## src/rtl/sh7034_dmac_arb.sv

```systemverilog
// SH7034 DMAC channel arbiter and bus sequencer.
// Picks one of four requesting channels by the DMAOR.PR priority mode.
// Requests the bus from the BSC and holds it for one unit (cycle-steal)
// or for back-to-back units (burst).
// Returns a registered one-hot acknowledge for every completed unit.
module sh7034_dmac_arb (
  input  logic       CLK,
  input  logic       RST_N,
  input  logic       CE,
  input  logic       DME,
  input  logic       NMIF,
  input  logic       AE,
  input  logic [1:0] PR,
  input  logic [3:0] CH_REQ,
  input  logic [3:0] CH_TM,
  input  logic       BUS_GNT,
  input  logic       XFER_DONE,
  output logic       BUS_REQ,
  output logic [1:0] CH_SEL,
  output logic       CH_ACT,
  output logic [3:0] CH_ACK,
  output logic       ARB_IDLE
);

  typedef enum logic [1:0] {
    IDLE = 2'd0,
    REQ  = 2'd1,
    XFER = 2'd2
  } state_e;

  state_e     state_q, state_d;
  logic       busReq_q, busReq_d;
  logic       chAct_q, chAct_d;
  logic [1:0] chSel_q, chSel_d;
  logic [3:0] chAck_q, chAck_d;
  logic [1:0] rrPtr_q, rrPtr_d;

  logic       en;
  logic [3:0] reqEff;
  logic [1:0] winner;
  logic [1:0] rrIdx;
  logic       selReq;
  logic       burstGo;

  // A set NMIF or AE flag masks every request, exactly like a cleared DME.
  assign en      = DME & ~NMIF & ~AE;
  assign reqEff  = CH_REQ & {4{en}};
  assign selReq  = CH_REQ[chSel_q];
  assign burstGo = CH_TM[chSel_q] & selReq & en;

  // Combinational priority pick over the effective requests.
  always_comb begin
    winner = 2'd0;
    rrIdx  = 2'd0;
    case (PR)
      2'b01: begin
        if (reqEff[1])      winner = 2'd1;
        else if (reqEff[3]) winner = 2'd3;
        else if (reqEff[2]) winner = 2'd2;
        else                winner = 2'd0;
      end
      2'b10: begin
        // Walk from the farthest offset down so the channel nearest RR wins.
        for (int off = 3; off >= 0; off--) begin
          rrIdx = rrPtr_q + off[1:0];
          if (reqEff[rrIdx]) winner = rrIdx;
        end
      end
      default: begin
        if (reqEff[0])      winner = 2'd0;
        else if (reqEff[3]) winner = 2'd3;
        else if (reqEff[2]) winner = 2'd2;
        else                winner = 2'd1;
      end
    endcase
  end

  // State register.
  always_ff @(posedge CLK or negedge RST_N) begin
    if (!RST_N)  state_q <= IDLE;
    else if (CE) state_q <= state_d;
  end

  // Next-state logic. A unit that has started is never abandoned.
  always_comb begin
    state_d = state_q;
    case (state_q)
      IDLE: if (|reqEff) state_d = REQ;
      REQ: begin
        if (!selReq || !en) state_d = IDLE;
        else if (BUS_GNT)   state_d = XFER;
      end
      XFER: if (XFER_DONE && !burstGo) state_d = IDLE;
      default: state_d = IDLE;
    endcase
  end

  // Next values of the registered outputs and of the round-robin pointer.
  always_comb begin
    busReq_d = busReq_q;
    chAct_d  = chAct_q;
    chSel_d  = chSel_q;
    chAck_d  = 4'b0000;
    rrPtr_d  = rrPtr_q;
    case (state_q)
      IDLE: begin
        chAct_d = 1'b0;
        if (|reqEff) begin
          chSel_d  = winner;
          busReq_d = 1'b1;
        end else begin
          busReq_d = 1'b0;
        end
      end
      REQ: begin
        if (!selReq || !en) busReq_d = 1'b0;
        else if (BUS_GNT)   chAct_d  = 1'b1;
      end
      XFER: begin
        if (XFER_DONE) begin
          chAck_d = 4'b0001 << chSel_q;
          if (PR == 2'b10) rrPtr_d = chSel_q + 2'd1;
          if (!burstGo) begin
            busReq_d = 1'b0;
            chAct_d  = 1'b0;
          end
        end
      end
      default: begin
        busReq_d = 1'b0;
        chAct_d  = 1'b0;
      end
    endcase
  end

  // Output and pointer registers; everything advances only on CE.
  always_ff @(posedge CLK or negedge RST_N) begin
    if (!RST_N) begin
      busReq_q <= 1'b0;
      chAct_q  <= 1'b0;
      chSel_q  <= 2'd0;
      chAck_q  <= 4'b0000;
      rrPtr_q  <= 2'd0;
    end else if (CE) begin
      busReq_q <= busReq_d;
      chAct_q  <= chAct_d;
      chSel_q  <= chSel_d;
      chAck_q  <= chAck_d;
      rrPtr_q  <= rrPtr_d;
    end
  end

  assign BUS_REQ  = busReq_q;
  assign CH_ACT   = chAct_q;
  assign CH_SEL   = chSel_q;
  assign CH_ACK   = chAck_q;
  assign ARB_IDLE = (state_q == IDLE);

endmodule

```

## config.mk

```make
export PLATFORM = sky130hd
export DESIGN_NAME = sh7034_dmac_arb
export DESIGN_NICKNAME = d
export VERILOG_FILES = /design/src/rtl/sh7034_dmac_arb.sv
export SDC_FILE = /design/constraint.sdc
export NUM_CORES = 1
export LEC_CHECK = 0
export BUFFER_PORTS_ARGS = -buffer_cell sky130_fd_sc_hd__buf_2
export CAP_MARGIN = 20
export CORE_UTILIZATION = 52
export DETAILED_ROUTE_END_ITERATION = 10
export PLACE_DENSITY_LB_ADDON = 0.25
export SLEW_MARGIN = 20
export SYNTH_ARGS = -nofsm -noshare
export SYNTH_HDL_FRONTEND = slang
export SYNTH_SLANG_ARGS = --single-unit
```

## constraint.sdc

```tcl
create_clock -name CLK -period 3.6 [get_ports CLK]
set_input_delay 0.72 -clock CLK [delete_from_list [all_inputs] [get_ports CLK]]
set_output_delay 0.72 -clock CLK [all_outputs]
set_load 0.05 [all_outputs]
```

==> Word level (Yosys, flattened, before mapping) <==
Cells that the tools add are included.
{ "word_totals": {"register_bits": 12, "inputBits": 18, "out_inout_bits": 9} }
{ "classes": {"n_addsub": 4, "order_cmp": 5, "eq_ne": 12, "shift": 1, "muxes": 38, "n_bitwise": 7, "reduce_logical": 12} }
{ "op_table": {"columns": ["cell", "n"], "rows": [
  ["2-bit two-way mux", 14],
  ["2-bit by 3-bit < comparator with 1-bit output, second input constant", 5],
  ["1-bit binary-select mux with 2-bit select", 6],
  ["1-bit two-way mux", 12],
  ["2-bit != test, second input constant", 6],
  ["4-bit AND reduction", 3],
  ["4-bit two-way mux", 2],
  ["2-bit one-hot mux with 3 select lines", 1],
  ["5-bit AND reduction", 1],
  ["2-bit by 1-bit adder with 2-bit output, second input constant", 2],
  ["2-bit adder, second input constant", 2],
  ["1-bit AND", 4],
  ["4-bit AND", 1],
  ["2-bit by 1-bit equality test with 1-bit output, second input constant", 2],
  ["2-bit equality test, second input constant", 2],
  ["2-bit one-hot mux with 2 select lines", 1],
  ["4-bit OR reduction", 1],
  ["1-bit by 2-bit left shift with 4-bit output, first input constant", 1],
  ["1-bit zero test", 3],
  ["3-bit != test, second input constant", 1],
  ["1-bit one-hot mux with 3 select lines", 1],
  ["3-bit AND reduction", 1],
  ["2-bit zero test", 1],
  ["2-bit by 1-bit != test with 1-bit output, second input constant", 1],
  ["4 further kinds", 5]
]} }

==> Depth between registers and ports, before layout <==
Gate-level depths: netlist of the first run.
{ "depth": {"depth_word": 11, "ltp_mapped": 6, "mapped_depth_nobuf": 6} }

==> Least setup slack after synthesis of the first run <==
No wires, ideal clock.
{ "synth_path": {"path_type": "flip-flop to flip-flop", "from": "register chSel_q[0] (netlist: CH_SEL[0])", "to": "register busReq_q (netlist: BUS_REQ)", "setup_ps": 130, "t_arrival_ps": 1794, "t_required_ps": 3470, "setup_slack_ps": 1675, "stages_incl_launch_ff": 6, "n_path_buf": 0, "path_cell_list": "dfrtp_1 > mux4_1 > and3_4 > nand3_2 > nor3b_2 > o21ai_1"} }
{ "synth_between": {"elab_chain_len": 6} }
{ "synth_lines": {"columns": ["item", "line", "source"], "rows": [
  ["start: declaration", "34", "logic [1:0] chSel_q, chSel_d;"],
  ["start signal: assignment", "147", "chSel_q <= chSel_d;"],
  ["1-bit binary-select mux with 2-bit select (on tied branches)", "49, 48", null],
  ["1-bit two-way mux (on tied branches)", "49, 48", null],
  ["1-bit AND or 1-bit zero test (tied branches)", "49, 116", null],
  ["1-bit AND or 1-bit logical OR (tied branches)", "49, 116", null],
  ["2-bit != test (no line)", null, null],
  ["4-bit AND reduction (no line) (*)", null, null],
  ["end signal: assignment", "145", "busReq_q <= busReq_d;"],
  ["end: declaration", "32", "logic busReq_q, busReq_d;"]
]} }
Mark *: on every way between the ends. The rest lies on a longest branch, timed or not. The select of a mux whose other input is x is not followed.
A chain may end at the register's enable or synchronous reset.

==> Worst setup path after layout of the first run <==
{ "layout_path": {"from": "register state_q[1]", "to": "output port ARB_IDLE"} }
{ "layout_between": {"elab_chain_len": 1} }
{ "layout_lines": {"columns": ["item", "line", "source"], "rows": [
  ["start: declaration", "31", "state_e state_q, state_d;"],
  ["start signal: assignment", "81", "else if (CE) state_q <= state_d;"],
  ["2-bit zero test", "157", "assign ARB_IDLE = (state_q == IDLE);"],
  ["end: declaration", "22", "output logic ARB_IDLE"]
]} }
Every way passes these cells.

==> impl_metrics.ini, run 1 <==
[worst_setup_path]
timing.critical_path.slowest_stage_cell = sky130_fd_sc_hd__dfrtp_1
critical_path.endpoint_type = output port
critical_path.startpoint_type = register
critical-path-max-stage-delay_ps = 450
setup.worst_path.class = reg2out
cp_cell_sequence = nor2_1 > buf_2
path_max_fanout = 5
critical_path_arrival_ps = 1180
cp_data_required_time_ps = 2880

[pwr]
total_power_mw = 0.345
power.switching_mw = 0.111
vdd.ir_drop.worst_mv = 0.314
p_sw_share_pct = 32.4
static-leakage-power_nw = 0.495
pint_mw = 0.233
powerDensity_mw_per_mm2 = 347
seqPwrFrac_pct = 43.5
power.combinational.fraction_pct = 23.6
clock_power_share_pct = 32.8

[synth]
ys.warnings.count = 0
synth.distinct_cells = 27
mappedNetlistArea_sq_um = 811
avgSynthCellArea_sq_um = 8.91
synthesis.instances = 91
synth.net_count = 115
synth.ff_latch_count = 12
synth_sequential_area_ratio_pct = 37.0

[placed_design]
pre_cts_ws_ps = 1620
routabilityCongestion = 0.809
dp.cells = 131
dp_hpwl_um = 1470
io_buffer_count = 26

[sta]
worst_slack_ps = 1700
timing.clock.skew_ps = 8.10
period_share_pct = 52.7
report.final.hold_viol_count = 0
maxSlewHeadroom_pct = 76.3
fin_crit_ps = 1900
maxSlewViolCount = 0
setup-tns-final_ps = 0
fmax_ghz = 0.528
rsz0062_at_grt = false
tightest_slew_ps = 354
timing.final.setup_violations = 0

[finish]
layout_cells_sized_above_1_pct = 29.2
fin_cells = 135
final_core_util_pct = 71.8
antennaDiodeCount = 0
most_common_cell_after_layout_fill_and_taps_aside = sky130_fd_sc_hd__buf_2
num-nets-final = 145
area_growth_syn_to_layout_pct = 22.4
layout.cells.most_common_list = sky130_fd_sc_hd__buf_2 (26), sky130_fd_sc_hd__nand2_1 (16), sky130_fd_sc_hd__inv_1 (14)

[grt]
antenna_found_initial = 0
groute.usage.overall_pct = 23.4
global_route.overflow_total = 0
first_global_vias = 723
grt_pass1_wl_um = 3130
grt_start_max_net_pins = 13

[clocking]
cts_repair_resize_count = 0
cts.hold.buffers_added = 0
cts_num_sinks = 12
cts_setup_buffers = 0
clock_buffer_count_from_cts = 3
clockRootBuffer = sky130_fd_sc_hd__clkbuf_4
worstSkewPairLatency_ps = 280
cts_tree = done
clock_path_buffers = 2
clkTransAtPathRegs_ps = 90
cts-htree-levels = 1

[drt]
detailroute.via_count = 796
wl_um = 1860
drtAntennaViolNets = 0
drcViolationCount = 0
detailedRoute.firstPassIterationCount = 4
via_per_inst = 5.90
drt-initial-drc-count = 25
detail_route.wl_per_cell_um = 13.7

[floorplanning]
io_pins = 27
die_span_x_um = 41.5
core_area_sq_mm = 0.00138
floorplan.die_area_sq_mm = 0.00172
placementRows = 13
floorplan.initialDensity_pct = 58.6
chipHeight_um = 41.5

[flow_run]
max_cap_viol_count = 0

[min_path]
min_path_type = in2async

[run_status]
status = finished, final reports clean
critical path: cells and delay by family, from the launching register on:
family,cells,cell delay (ps)
buffers and inverters,1,280
flip-flops,1,450
AND/OR/NAND/NOR,1,160
power by group through the flow:
stage | Combinational [mW] | Sequential [mW] | Clock (mW)
global placement | 0.0786 | 0.152 | 0
finish | 0.0815 | 0.150 | 0.113
global route | 0.0891 | 0.152 | 0.122
floorplan | 0.0390 | 0.165 | 0
CTS | 0.0822 | 0.150 | 0.112
detailed placement | 0.0819 | 0.153 | 0
sequential cells by signal, summed over array words and instances (netlist names):
name / cells
CH_SEL: 2
rrPtr_q: 2
CH_ACK: 4
BUS_REQ: 1
state_q: 2
CH_ACT: 1
Yosys cell counts (all sizes together):
| cell | number | share of area, % |
|---|---|---|
| dfrtp | 12 | 37 |
| clkbuf | 1 | 0.46 |
| nor3b | 2 | 3.1 |
| nand4 | 1 | 0.77 |
| o21ai | 11 | 6.8 |
| nand2b | 1 | 0.77 |
| and3 | 1 | 1.4 |
| o31a | 1 | 1.1 |
| nor2b | 1 | 0.77 |
| nand3 | 7 | 4.9 |
| nor2 | 3 | 1.4 |
| o221ai | 1 | 1.1 |
| mux2 | 1 | 1.4 |
| nand2 | 16 | 7.4 |
| or4 | 1 | 0.93 |
| a221oi | 1 | 1.1 |
| mux4 | 2 | 6.5 |
| a21boi | 1 | 0.93 |
| inv | 14 | 6.5 |
| ha | 6 | 9.3 |
| a21oi | 1 | 0.62 |
| o31ai | 1 | 0.93 |
| o21a | 1 | 0.93 |
| o211ai | 3 | 2.8 |
| mux2i | 1 | 1.2 |
cell families (layout without fill, tap and decap cells):
kind of cell / Yosys count / after routing / share of synthesized area [%]
compound gates: 21 / 21 / 16.2
fa+ha+maj: 6 / 6 / 9.26
buf+inv: 15 / 44 / 6.94
flops: 12 / 12 / 37.0
mux: 4 / 4 / 9.10
simple gates: 33 / 33 / 21.5
metal layers:
layer / global-route usage (%) / vias up / wire [um]
met5: 0 / - / 0
met4: 5.81 / 0 / 10
met3: 6.09 / 4 / 133
met2: 41.6 / 37 / 957
met1: 28.0 / 378 / 754
li1: - / 377 / -
through the flow:
stage                     hold slack, ps  cell area, sq um
after global placement               500               956
after CTS                            316               992
after floorplan                      424               811
after global routing                 310               992
final                                296               992
after detailed placement             518               956
final cells by class:
cell class | count | area [sq um]
clock buffers | 4 | 36.3
fillers | 121 | 390
inverters | 14 | 52.6
multi-input cells | 64 | 454
flip-flops and latches | 12 | 300
well taps | 15 | 18.8
repair buffers | 26 | 130
final timing paths:
path / to / slack, ps / startpoint / depth (start not counted)
max reg2reg: BUS_REQ / 1860 / CH_SEL[0] / 5
max in group asynchronous: CH_SEL[0] / 3080 / RST_N / 1
min: CH_ACT / 300 / RST_N / 1
min reg2reg: CH_ACK[2] / 530 / CH_ACK[2] / 2
max: ARB_IDLE / 1700 / state_q[1] / 2
min in group CLK: CH_ACK[2] / 530 / CH_ACK[2] / 2
Power figures use the tool's default switching activity.
==> run 2: changes to the inputs <==
Settings changed: CORE_UTILIZATION 52 to 48.
Clock period 3.6 ns to 1.75 ns, I/O delays scaled along.
==> run 2 against run 1 <==
Against the previous run: via count decreased by 7.2%; critical path type is now reg2reg; critical path depth up 3; global-route usage fell by 1.8 points; sequential share of layout area fell by 0.25 points; cell area grew 1.3%; combinational power rose by 110%; non-clock buffer count increased by 2; register-to-register slack worse by 1700 ps; core utilization is 6.6 points lower; critical endpoint is now BUS_REQ; sequential power is 110% higher; worst hold slack improved by 38 ps; flip-flop and latch count unchanged.
==> impl_metrics.ini, run 2 (synthesis gave the netlist of run 1 again) <==
[run_status]
status = finished, final reports clean

[clocking]
worstSkewPairLatency_ps = 270
clockRootBuffer = sky130_fd_sc_hd__clkbuf_4
clock_buffer_count_from_cts = 3
cts-htree-levels = 1
clock_path_buffers = 2
clkTransAtPathRegs_ps = 80
cts_num_sinks = 12
cts_tree = done

[worst_setup_path]
critical_path_arrival_ps = 1770
critical_path.endpoint_type = register
timing.reg2reg.setup_slack_ps = 120
path_max_fanout = 8
timing.critical_path.from = CH_SEL[0]
timing.rr.end = BUS_REQ
critical_path.reg2reg.startpoint = CH_SEL[0]
r2r_cells = 5
cp_data_required_time_ps = 1890
setup.worst_path.class = reg2reg
crit_end = BUS_REQ
critical_path.startpoint_type = register

[floorplanning]
die_span_x_um = 43.1
chipHeight_um = 43.1
placementRows = 14
floorplan.die_area_sq_mm = 0.00186
floorplan.initialDensity_pct = 52.6
core_area_sq_mm = 0.00154
io_pins = 27

[sta]
tightest_slew_ps = 340
timing.final.setup_violations = 0
timing.clock.skew_ps = 9.28
fmax_ghz = 0.612
setup-tns-final_ps = 0
period_share_pct = 93.4
maxSlewViolCount = 0
maxSlewHeadroom_pct = 77.3
report.final.hold_viol_count = 0
fin_crit_ps = 1630
rsz0062_at_grt = false

[pwr]
power.combinational.fraction_pct = 25.8
clock_power_share_pct = 26.8
seqPwrFrac_pct = 47.4
powerDensity_mw_per_mm2 = 648
power.switching_mw = 0.207
pint_mw = 0.444
static-leakage-power_nw = 0.498
p_sw_share_pct = 31.8
vdd.ir_drop.worst_mv = 0.511

[grt]
antenna_found_initial = 0
groute.usage.overall_pct = 21.6
grt_start_max_net_pins = 13
grt_pass1_wl_um = 2970
first_global_vias = 678
global_route.overflow_total = 0

[finish]
antennaDiodeCount = 0
multiInputGateArea_sq_um = 457
stdcell_area_sq_mm = 0.00100
layout.cells.most_common_list = sky130_fd_sc_hd__buf_2 (26), sky130_fd_sc_hd__nand2_1 (16), sky130_fd_sc_hd__inv_1 (14)
area.sequential_sq_um = 302
largest_register_ff_count = 4
most_common_cell_after_layout_fill_and_taps_aside = sky130_fd_sc_hd__buf_2
layout_cells_sized_above_1_pct = 30.3
area_growth_syn_to_layout_pct = 23.9
num-nets-final = 147
fillers = 150

[drt]
drt-initial-drc-count = 15
wl_um = 1750
via_per_inst = 5.36
drcViolationCount = 0
detailroute.via_count = 739
detail_route.wl_per_cell_um = 12.7
drtAntennaViolNets = 0
detailedRoute.firstPassIterationCount = 4

[placed_design]
dp_hpwl_um = 1380
post_dp_cell_area_sq_um = 968
io_buffer_count = 26
routabilityCongestion = 0.878

[min_path]
min_path_type = in2reg

[flow_run]
max_cap_viol_count = 0
[run 2: layout make-up]
class	instances	share of cell area, %
clock buffer	4	2.62
inverter	14	5.23
multi-input combinational	64	45.5
sequential	12	30.0
tap	16	1.99
timing repair buffer	28	14.7
[run 2: what timing repair did]
action	4_1_cts	5_1_grt
endpoints found under the hold margin	12	0
buffers inserted	0	0
hold buffers	1	0
gates resized for setup	0	0
[run 2: layer usage]
metal,GRT usage [%],share of wire [%]
met5,0,0
met4,6.06,1.7
met3,6.81,4.7
met2,36.7,51
met1,26.0,43
[run 2: worst min path at each step]
stage                        from          to  slack [ps]  cells after the start
after detailed placement    RST_N   CH_ACK[2]         240                      1
after global routing      BUS_GNT  state_q[0]         360                      2
final                     BUS_GNT  state_q[0]         330                      2
after floorplan             RST_N     BUS_REQ          50                      0
after global placement      RST_N   CH_ACK[3]         240                      1
after CTS                 BUS_GNT  state_q[0]         320                      2
[run 2: worst max-delay path: stages, from the launching register on]
cell and delay (ps):
sky130_fd_sc_hd__dfrtp_2 450, sky130_fd_sc_hd__mux4_1 590, sky130_fd_sc_hd__and3_4 170, sky130_fd_sc_hd__nand3_2 70, sky130_fd_sc_hd__nor3b_2 150, sky130_fd_sc_hd__o21ai_1 70
[run 2: power by group through the flow]
| stage | Combinational (mW) | Sequential (mW) | Clock (mW) |
|---|---|---|---|
| CTS | 0.170 | 0.308 | 0.186 |
| detailed placement | 0.168 | 0.314 | 0 |
| finish | 0.168 | 0.309 | 0.174 |
| floorplan | 0.0803 | 0.342 | 0 |
| global placement | 0.165 | 0.312 | 0 |
| global route | 0.188 | 0.311 | 0.197 |
[run 2: metrics by stage]
step / power, mW / util [%] / hold slack (ps) / worst slack, ps / instances
after floorplan: 0.422 / - / 54.4 / 16.8 / 91
after global placement: 0.477 / 62.8 / 238 / 166 / 133
after detailed placement: 0.482 / 62.8 / 244 / 140 / 133
after CTS: 0.665 / 65.2 / 323 / 109 / 138
after global routing: 0.696 / 65.2 / 365 / 6.85 / 138
final: 0.651 / 65.2 / 334 / 116 / 138
